===== src/rtl/lifo_pkg.sv =====
// Shared widths and operation encoding for the LIFO stack.
package lifo_pkg;

  typedef enum logic [1:0] {
    OP_IDLE,
    OP_PUSH,
    OP_POP,
    OP_REPLACE
  } op_e;

  // Count must reach DEPTH itself, so it needs one more code than an address.
  function automatic int cnt_w(input int depth);
    return $clog2(depth + 1);
  endfunction

  function automatic int addr_w(input int depth);
    return (depth > 1) ? $clog2(depth) : 1;
  endfunction

endpackage


===== src/rtl/lifo_mem.sv =====
// Purpose: DEPTH x WIDTH register file for the stack, contents never reset.
// Latency: write lands on the rising edge, read is combinational.
// Backpressure: none; the caller only asserts we for legal addresses.
module lifo_mem
  import lifo_pkg::*;
#(
  parameter int WIDTH = 16,
  parameter int DEPTH = 8
) (
  input  logic                       clk,
  input  logic                       we,
  input  logic [addr_w(DEPTH)-1:0]   waddr,
  input  logic [WIDTH-1:0]           wdata,
  input  logic [addr_w(DEPTH)-1:0]   raddr,
  output logic [WIDTH-1:0]           rdata
);

  logic [WIDTH-1:0] mem [DEPTH];

  always_ff @(posedge clk) begin
    if (we) begin
      mem[waddr] <= wdata;
    end
  end

  assign rdata = mem[raddr];

endmodule


===== src/rtl/lifo_stack.sv =====
// Purpose: LIFO stack with registered pop data, full/empty/count and error pulses.
// Latency: popped word on data_out one edge after pop; status same-cycle as the edge.
// Backpressure: none; push when full / pop when empty are dropped and flagged.
module lifo_stack
  import lifo_pkg::*;
#(
  parameter int WIDTH = 16,
  parameter int DEPTH = 8
) (
  input  logic                     clk,
  input  logic                     rst,
  input  logic                     push,
  input  logic                     pop,
  input  logic [WIDTH-1:0]         data_in,
  output logic [WIDTH-1:0]         data_out,
  output logic                     empty,
  output logic                     full,
  output logic [cnt_w(DEPTH)-1:0]  count,
  output logic                     overflow,
  output logic                     underflow
);

  localparam int CW = cnt_w(DEPTH);
  localparam int AW = addr_w(DEPTH);

  logic [CW-1:0]    sp;
  logic [AW-1:0]    top_addr;
  logic [AW-1:0]    waddr;
  logic [WIDTH-1:0] top_data;
  logic             we;
  op_e              op;

  assign empty    = (sp == '0);
  assign full     = (sp == CW'(DEPTH));
  assign count    = sp;
  assign top_addr = AW'(sp - CW'(1));

  always_comb begin
    op = OP_IDLE;
    if (push && pop) begin
      op = OP_REPLACE;
    end else if (push) begin
      op = OP_PUSH;
    end else if (pop) begin
      op = OP_POP;
    end
  end

  // A replace on an empty stack degenerates to a push into slot 0.
  always_comb begin
    we    = 1'b0;
    waddr = AW'(sp);
    case (op)
      OP_PUSH:    we = !full;
      OP_REPLACE: begin
        we = 1'b1;
        if (!empty) begin
          waddr = top_addr;
        end
      end
      default:    we = 1'b0;
    endcase
  end

  lifo_mem #(
    .WIDTH (WIDTH),
    .DEPTH (DEPTH)
  ) u_mem (
    .clk   (clk),
    .we    (we),
    .waddr (waddr),
    .wdata (data_in),
    .raddr (top_addr),
    .rdata (top_data)
  );

  always_ff @(posedge clk or negedge rst) begin
    if (!rst) begin
      sp        <= '0;
      data_out  <= '0;
      overflow  <= 1'b0;
      underflow <= 1'b0;
    end else begin
      overflow  <= 1'b0;
      underflow <= 1'b0;
      case (op)
        OP_PUSH: begin
          if (full) begin
            overflow <= 1'b1;
          end else begin
            sp <= sp + CW'(1);
          end
        end
        OP_POP: begin
          if (empty) begin
            underflow <= 1'b1;
          end else begin
            data_out <= top_data;
            sp       <= sp - CW'(1);
          end
        end
        OP_REPLACE: begin
          if (empty) begin
            sp        <= CW'(1);
            underflow <= 1'b1;
          end else begin
            data_out <= top_data;
          end
        end
        default: begin
        end
      endcase
    end
  end

endmodule


===== config.mk =====
export PLATFORM = sky130hd
export DESIGN_NAME = lifo_stack
export DESIGN_NICKNAME = d
export VERILOG_FILES = /design/src/rtl/lifo_pkg.sv /design/src/rtl/lifo_mem.sv /design/src/rtl/lifo_stack.sv
export SDC_FILE = /design/constraint.sdc
export NUM_CORES = 1
export LEC_CHECK = 0
export CAP_MARGIN = 20
export CORE_UTILIZATION = 25
export DETAILED_ROUTE_END_ITERATION = 7
export DONT_BUFFER_PORTS = 1
export RECOVER_POWER = 100
export SYNTH_ARGS = -nofsm -noshare
export SYNTH_HDL_FRONTEND = slang
export SYNTH_SLANG_ARGS = --single-unit

===== constraint.sdc =====
create_clock -name clk -period 3.2 [get_ports clk]
set_input_delay 0 -clock clk [delete_from_list [all_inputs] [get_ports clk]]
set_output_delay 0 -clock clk [all_outputs]
set_load 0.01 [all_outputs]

==> results.py, run 1 <==
metrics = {
    "power": {
        "irDropWorstVdd_mv": 0.455,
        "seq_power_share_pct": 41.0,
        "p_sw_share_pct": 32.3,
        "p_int_w": 0.00460,
        "pwr-share-clk_pct": 26.9,
        "power_density_nw_per_um2": 933,
        "power.share.combinational_pct": 32.1,
        "p_sw_w": 0.00219,
        "p_total_w": 0.00679,
        "power.leakage_nw": 2.41,
    },
    "yosys": {
        "synth_area_leader_cell": "edfxtp_1",
        "synth-seq-cells": 150,
        "synth_area_leaders": "edfxtp_1 (62%), mux4_2 (9.8%), dfrtp_1 (8.9%)",
        "async_flop_share_pct": 14.7,
        "synth_edf_count": 128,
        "synth_nets": 361,
        "ys_warn_count": 0,
        "yosysTopAreaCellShare_pct": 62.1,
        "syn_avg_cell_area_um2": 18.3,
        "syn_inst": 339,
        "syn_area_um2": 6190,
        "synth.distinct_cells": 48,
        "ys_seq_area_share_pct": 70.9,
        "synth-main-ff-cell": "edfxtp_1",
    },
    "setup_path": {
        "ff2ff_path_depth": 6,
        "critPathRequiredTime_ps": 3280,
        "r2r_start": "count[0]$_DFFE_PN0P_",
        "crit_path_max_incr_delay_ps": 780,
        "cp-end-kind": "flop",
        "critical_path_class": "reg -> reg",
        "arrival_ps": 2860,
        "startpoint_type": "flop",
        "crit_end": "u_mem.mem[4][10]$_DFFE_PP_",
        "startpoint": "count[0]$_DFFE_PN0P_",
        "r2r_end": "u_mem.mem[4][10]$_DFFE_PP_",
        "slowest_stage": "clkbuf_2",
        "rrSetupSlack_ps": 420,
        "path_max_fanout": 33,
        "cp_cell_sequence": "inv_1 > ha_1 > clkbuf_2 > a31oi_1 > nor2_1 > buf_4",
    },
    "global_route": {
        "grt_pass1_vias": 3360,
        "antenna_found_initial": 0,
        "overflow": 0,
        "grt_max_degree": 48,
        "grt_usage_pct": 10.4,
        "grt_pass1_wl_um": 19900,
    },
    "sta": {
        "slew_violations": 0,
        "final.min_clock_period_ps": 2780,
        "timing.fmax_ghz": 0.360,
        "post-route-period-util_pct": 86.8,
        "fin_worst_skew_ps": 7.79,
        "hold_viol": 0,
        "max-slew-margin-rel_pct": 0.557,
        "setup_violations": 0,
        "fin_tns_setup_ps": 0,
        "rsz0062_at_grt": "false",
        "worst_pin_slew_ps": 1490,
    },
    "cts": {
        "cts_buffers": 17,
        "cts_num_sinks": 150,
        "clk_pin_slew_ps": 60,
        "clkLatencyLatePin_ps": 410,
        "clock_path_buffers": 2,
        "clock-root-buffer": "clkbuf_16",
        "ctsHtreeMaxLevel": 4,
        "cts_tree": "done",
    },
    "drt": {
        "drtAntennaViolNets": 0,
        "vias": 3107,
        "drc": 0,
        "totalWireLength_um": 12500,
        "avgRoutedWirePerCell_um": 17.7,
        "routed_via_density": 4.39,
        "drtIter0Drc": 229,
        "dr.pass1.iters": 4,
    },
    "finish": {
        "fillers": 2377,
        "antennaDiodeCount": 0,
        "fin_nets": 393,
        "drive_gt1_share_pct": 21.1,
        "area_growth_pct": 17.5,
    },
    "run": {
        "max-cap-violations": 0,
    },
    "floorplanning": {
        "io_pins": 44,
        "die-area_um2": 25400,
        "die_h_um": 159,
        "core_um2": 24300,
        "die_w_um": 159,
        "initial_utilization_pct": 25.5,
        "rows": 57,
    },
    "status": {
        "status": "finished clean",
    },
    "hold_path": {
        "hold_class": "in -> reg",
    },
    "place": {
        "hpwl_um": 7540,
        "port_buffers": 0,
        "gp_congestion": 0.748,
    },
}
layer usage:
| layer | up-vias | part of all wire (%) | wire length (µm) | track usage [%] |
|---|---|---|---|---|
| met1 | 1609 | 47 | 5820 | 13.5 |
| met4 | 0 | 0.83 | 104 | 3.10 |
| met2 | 74 | 47 | 5900 | 16.4 |
| li1 | 1413 | - | - | - |
| met3 | 11 | 5.5 | 686 | 3.67 |
| met5 | - | 0 | 0 | 0 |
worst min-delay path by stage:
stage,from,to,slack (ps),depth (start not counted)
2_1_floorplan,rst,count[0]$_DFFE_PN0P_,-300,0
3_3_place_gp,rst,count[3]$_DFFE_PN0P_,-290,0
3_5_place_dp,rst,count[3]$_DFFE_PN0P_,-290,0
4_1_cts,push,u_mem.mem[3][8]$_DFFE_PP_,50,3
5_1_grt,push,u_mem.mem[3][8]$_DFFE_PP_,50,3
6_report,pop,data_out[4]$_DFFE_PN0P_,60,4
worst max-delay path: cells and delay by family, from the launching register on:
kind / cells / cell delay [ps]
and+or+nand+nor: 1 / 180
adders and majority gates: 1 / 410
buffers and inverters: 3 / 1180
DFF: 1 / 360
AOI/OAI and AO/OA: 1 / 320
cell usage in the layout (no fill, tap or decap), types with 2 or more instances in the layout:
master / count
a21oi_1: 5
a31o_2: 3
a31oi_1: 4
and2_1: 2
buf_4: 11
clkbuf_1: 6
clkbuf_16: 17
clkbuf_2: 2
clkinv_2: 3
clkinv_4: 3
clkinvlp_4: 2
dfrtp_1: 21
dlygate4sd3_1: 20
edfxtp_1: 128
ha_1: 2
inv_1: 3
inv_6: 2
mux2i_1: 17
mux4_1: 5
mux4_2: 27
nand2_1: 22
nand2b_1: 5
nand3b_1: 2
nor2_1: 13
nor2b_1: 5
nor3_1: 4
o21ai_0: 18
o21ai_1: 6
o32ai_1: 2
flip-flops by register name (all words and copies together) (netlist names):
name and cells:
overflow 1, count 4, u_mem.mem 128, data_out 16, underflow 1
power groups by stage:
stage | sequential [W] | clock [W] | combinational [W]
CTS | 0.00280 | 0.00188 | 0.00228
global route | 0.00283 | 0.00196 | 0.00240
finish | 0.00278 | 0.00183 | 0.00218
floorplan | 0.00273 | 0 | 0.00184
detailed placement | 0.00284 | 0 | 0.00220
global placement | 0.00282 | 0 | 0.00216
metrics by stage:
stage	cell area, µm²	cells	util, %	setup WS, ps	hold WS, ps
2_1_floorplan	6190	339	-	265	-296
3_3_place_gp	6540	655	26.9	685	-295
3_5_place_dp	6540	655	26.9	609	-295
4_1_cts	7310	708	30.0	594	53.8
5_1_grt	7280	708	29.9	201	52.5
6_report	7280	708	29.9	422	56.6
cells by family after synthesis:
| family | Yosys count | synth area share [%] |
|---|---|---|
| AND/OR/NAND/NOR | 64 | 5.68 |
| XOR/XNOR | 2 | 0.586 |
| multiplexers | 50 | 14.9 |
| AO/OA/AOI/OAI | 45 | 4.34 |
| buffers and inverters | 25 | 2.99 |
| adder cells (fa/ha/maj) | 3 | 0.586 |
| flip-flops | 150 | 70.9 |
Yosys cell counts, types with 2 or more instances:
master,n
o21ai_0,2
buf_6,2
o21ai_1,23
mux2i_1,17
nand2_1,22
buf_2,12
a31oi_1,4
mux4_2,27
and2_1,3
a31o_2,3
nand2b_1,5
dfrtp_1,22
mux4_1,5
a21oi_1,5
nor2_1,13
o32ai_1,2
nor2b_1,4
ha_1,2
buf_4,3
nand3b_1,2
nor3_1,4
buf_8,3
inv_1,2
edfxtp_1,128
repair_timing:
| action | 4_1_cts | 5_1_grt |
|---|---|---|
| endpoints found under the hold margin | 156 | 0 |
| endpoints found under the setup margin | 0 | 0 |
| gates resized for setup | 0 | 0 |
| hold buffers | 21 | 0 |
| buffers inserted | 0 | 0 |
layout make-up:
type	count	area, µm²	area share (%)
repair buffers	35	300	4.13
well taps	324	405	5.57
multi-input cells	164	1620	22.3
clock buffers	21	440	6.05
inverters	3	11.3	0.155
flip-flops and latches	150	4400	60.4
clock inverters	11	104	1.43
(Power assumes the default switching activity.)
==> inputs of run 2 (changes only) <==
--- a/config.mk
+++ b/config.mk
@@ -12,4 +12,5 @@
 export RECOVER_POWER = 100
 export SYNTH_ARGS = -nofsm -noshare
 export SYNTH_HDL_FRONTEND = slang
+export SYNTH_HIERARCHICAL = 1
 export SYNTH_SLANG_ARGS = --single-unit
==> run 2 against run 1 <==
Net effect:
- the flow now finishes with violations (capacitance limit, slew limit)
- flip-flop and latch count is the same
- cell count shrank 4.9%
- synthesized cell count shrank 14%
- total power grew 4.3%
- core utilization grew 0.93 points
- non-clock buffer count grew 9
- sequential power is essentially flat
- highest routed layer is now met5
==> results.py, run 2 <==
metrics = {
    "finish": {
        "seq_area_um2": 4390,
        "multiInputGateArea_um2": 1570,
        "area_growth_pct": 19.9,
        "final_common_cell": "edfxtp_1",
        "regMostFlops": "u_mem/mem",
        "drive_gt1_share_pct": 21.9,
        "mostFrequentLayoutCells": "edfxtp_1 (128), mux4_1 (28), mux2_2 (22), dfrtp_1 (22), dlygate4sd3_1 (20)",
        "post-route-util_pct": 30.9,
        "fillers": 2275,
        "largest_reg_flops": 128,
        "fin_nets": 361,
        "fin_cells": 673,
    },
    "sta": {
        "timing.fmax_ghz": 0.336,
        "setup_violations": 0,
        "slew_violations": 23,
        "final.min_clock_period_ps": 2980,
        "hold_viol": 0,
        "post-route-period-util_pct": 93.1,
        "fin_worst_skew_ps": 6.53,
        "worst_pin_slew_ps": 1570,
        "max-slew-margin-rel_pct": -4.37,
        "fin_tns_setup_ps": 0,
        "rsz0062_at_grt": "false",
        "setup_slack_ps": 222,
        "holdWs_ps": 49.3,
    },
    "drt": {
        "drtAntennaViolNets": 0,
        "routed_via_density": 4.30,
        "avgRoutedWirePerCell_um": 17.9,
        "dr.pass1.iters": 4,
        "drc": 0,
        "totalWireLength_um": 12000,
        "vias": 2892,
        "drtIter0Drc": 250,
    },
    "cts": {
        "clkLatencyLatePin_ps": 420,
        "cts_resized": 0,
        "clock-root-buffer": "clkbuf_16",
        "cts_tree": "done",
        "cts_num_sinks": 150,
        "clock_path_buffers": 2,
        "cts_setup_buffers": 0,
        "cts_hold_buffers": 21,
        "ctsHtreeMaxLevel": 4,
        "cts_buffers": 17,
        "clk_pin_slew_ps": 60,
    },
    "status": {
        "violations": "capacitance limit, slew limit",
        "status": "complete, but fails checks",
    },
    "yosys": {
        "synth.distinct_cells": 36,
        "ys_warn_count": 6,
        "synth-main-ff-cell": "edfxtp_1",
        "synth_edf_count": 128,
        "synthSimpleGateAreaFrac_pct": 3.29,
        "syn_avg_cell_area_um2": 21.1,
        "synth_top_family_by_area": "multiplexers",
        "synth-xor-area-share_pct": 0.286,
        "synth_compound_gate_area_share_pct": 1.60,
        "ys_seq_area_share_pct": 71.9,
        "synth_nets": 312,
        "synth_area_leader_cell": "edfxtp_1",
        "synth_area_leaders": "edfxtp_1 (63%), mux4_1 (12%), dfrtp_1 (9.0%)",
        "muxShareOfSynthArea_pct": 20.4,
        "syn_inst": 290,
        "yosysMostFrequentCell": "edfxtp_1",
        "yosysTopAreaCellShare_pct": 62.9,
        "synth_common_cells": "edfxtp_1 (128), mux4_1 (28), mux2_2 (23), dfrtp_1 (22), nor2_1 (10)",
        "async_flop_share_pct": 14.7,
        "synth-seq-cells": 150,
        "synthAdderAreaFrac_pct": 0.409,
        "syn_area_um2": 6110,
    },
    "floorplanning": {
        "io_pins": 44,
        "die-area_um2": 25100,
        "initial_utilization_pct": 25.7,
        "die_h_um": 158,
        "core_um2": 23800,
        "rows": 56,
        "die_w_um": 158,
    },
    "place": {
        "place_inst": 618,
        "port_buffers": 0,
        "place_ws_ps": 306,
        "gp_congestion": 0.760,
        "hpwl_um": 7510,
    },
    "setup_path": {
        "slowest_stage": "clkbuf_2",
        "critical_path_class": "reg -> reg",
        "path_max_fanout": 32,
        "critPathRequiredTime_ps": 3500,
        "cp_cell_sequence": "inv_1 > ha_1 > xor2_2 > clkbuf_2 > mux4_2 > mux2_1 > mux2_2",
        "crit_path_max_incr_delay_ps": 700,
        "arrival_ps": 3280,
        "cp-end-kind": "flop",
        "startpoint_type": "flop",
    },
    "global_route": {
        "overflow": 0,
        "grt_usage_pct": 10.3,
        "grt_max_degree": 33,
        "grt_pass1_wl_um": 18100,
        "grt_pass1_vias": 2997,
        "antenna_found_initial": 3,
    },
    "power": {
        "power_density_nw_per_um2": 966,
        "irDropWorstVdd_mv": 0.613,
        "power.leakage_nw": 2.52,
    },
    "run": {
        "max-cap-violations": 1,
    },
    "hold_path": {
        "hold_class": "in -> reg",
    },
}
run 2: cell type report:
| cell class | count | area share, % |
|---|---|---|
| Antenna cell | 2 | 0.0683 |
| Clock buffer | 20 | 6.09 |
| Clock inverter | 12 | 2.44 |
| Inverter | 5 | 0.256 |
| Multi-Input combinational cell | 121 | 21.4 |
| Sequential cell | 150 | 59.9 |
| Tap cell | 319 | 5.44 |
| Timing Repair Buffer | 44 | 4.39 |
run 2: layer usage:
metal	vias up	share of wire, %	global-route usage [%]	wire length (µm)
li1	1299	-	-	-
met1	1507	44	12.7	5320
met2	73	48	16.0	5810
met3	11	6.5	4.68	785
met4	2	0.91	3.43	110
met5	-	0.11	0	13
run 2: power by group:
part	leakage, nW	internal, W	total, W	switching [W]
combinational	0.784	0.00111	0.00220	0.00109
sequential	1.43	0.00257	0.00280	0.000224
clock	0.308	0.00133	0.00209	0.000761
total	2.52	0.00501	0.00708	0.00208
run 2: cell families after synthesis:
logic type | Yosys count
compound gates | 15
xor+xnor | 2
fa+ha+maj | 2
buf+inv | 19
flops | 150
mux | 67
simple gates | 35
run 2: worst max-delay path, delay by kind of cell, from the launching register on:
family,cells,cell delay [ps]
buffers and inverters,2,850
flip-flops,1,480
multiplexers,3,1030
XOR/XNOR,1,150
adder cells (fa/ha/maj),1,330
run 2: per-stage QoR:
stage	total power, W	area [µm²]
floorplan	0.00457	6110
global placement	0.00512	6590
detailed placement	0.00516	6590
CTS	0.00734	7440
global route	0.00745	7330
finish	0.00708	7330
run 2: final timing paths:
kind	endpoint	depth (start not counted)	slack (ps)	start
max in group asynchronous	data_out[13]$_DFFE_PN0P_	2	1710	rst
max reg2reg	data_out[15]$_DFFE_PN0P_	7	220	count[1]$_DFFE_PN0P_
min	count[3]$_DFFE_PN0P_	4	50	pop
max	data_out[15]$_DFFE_PN0P_	7	220	count[1]$_DFFE_PN0P_
min reg2reg	data_out[13]$_DFFE_PN0P_	1	570	data_out[13]$_DFFE_PN0P_
min in group asynchronous	data_out[1]$_DFFE_PN0P_	2	580	rst
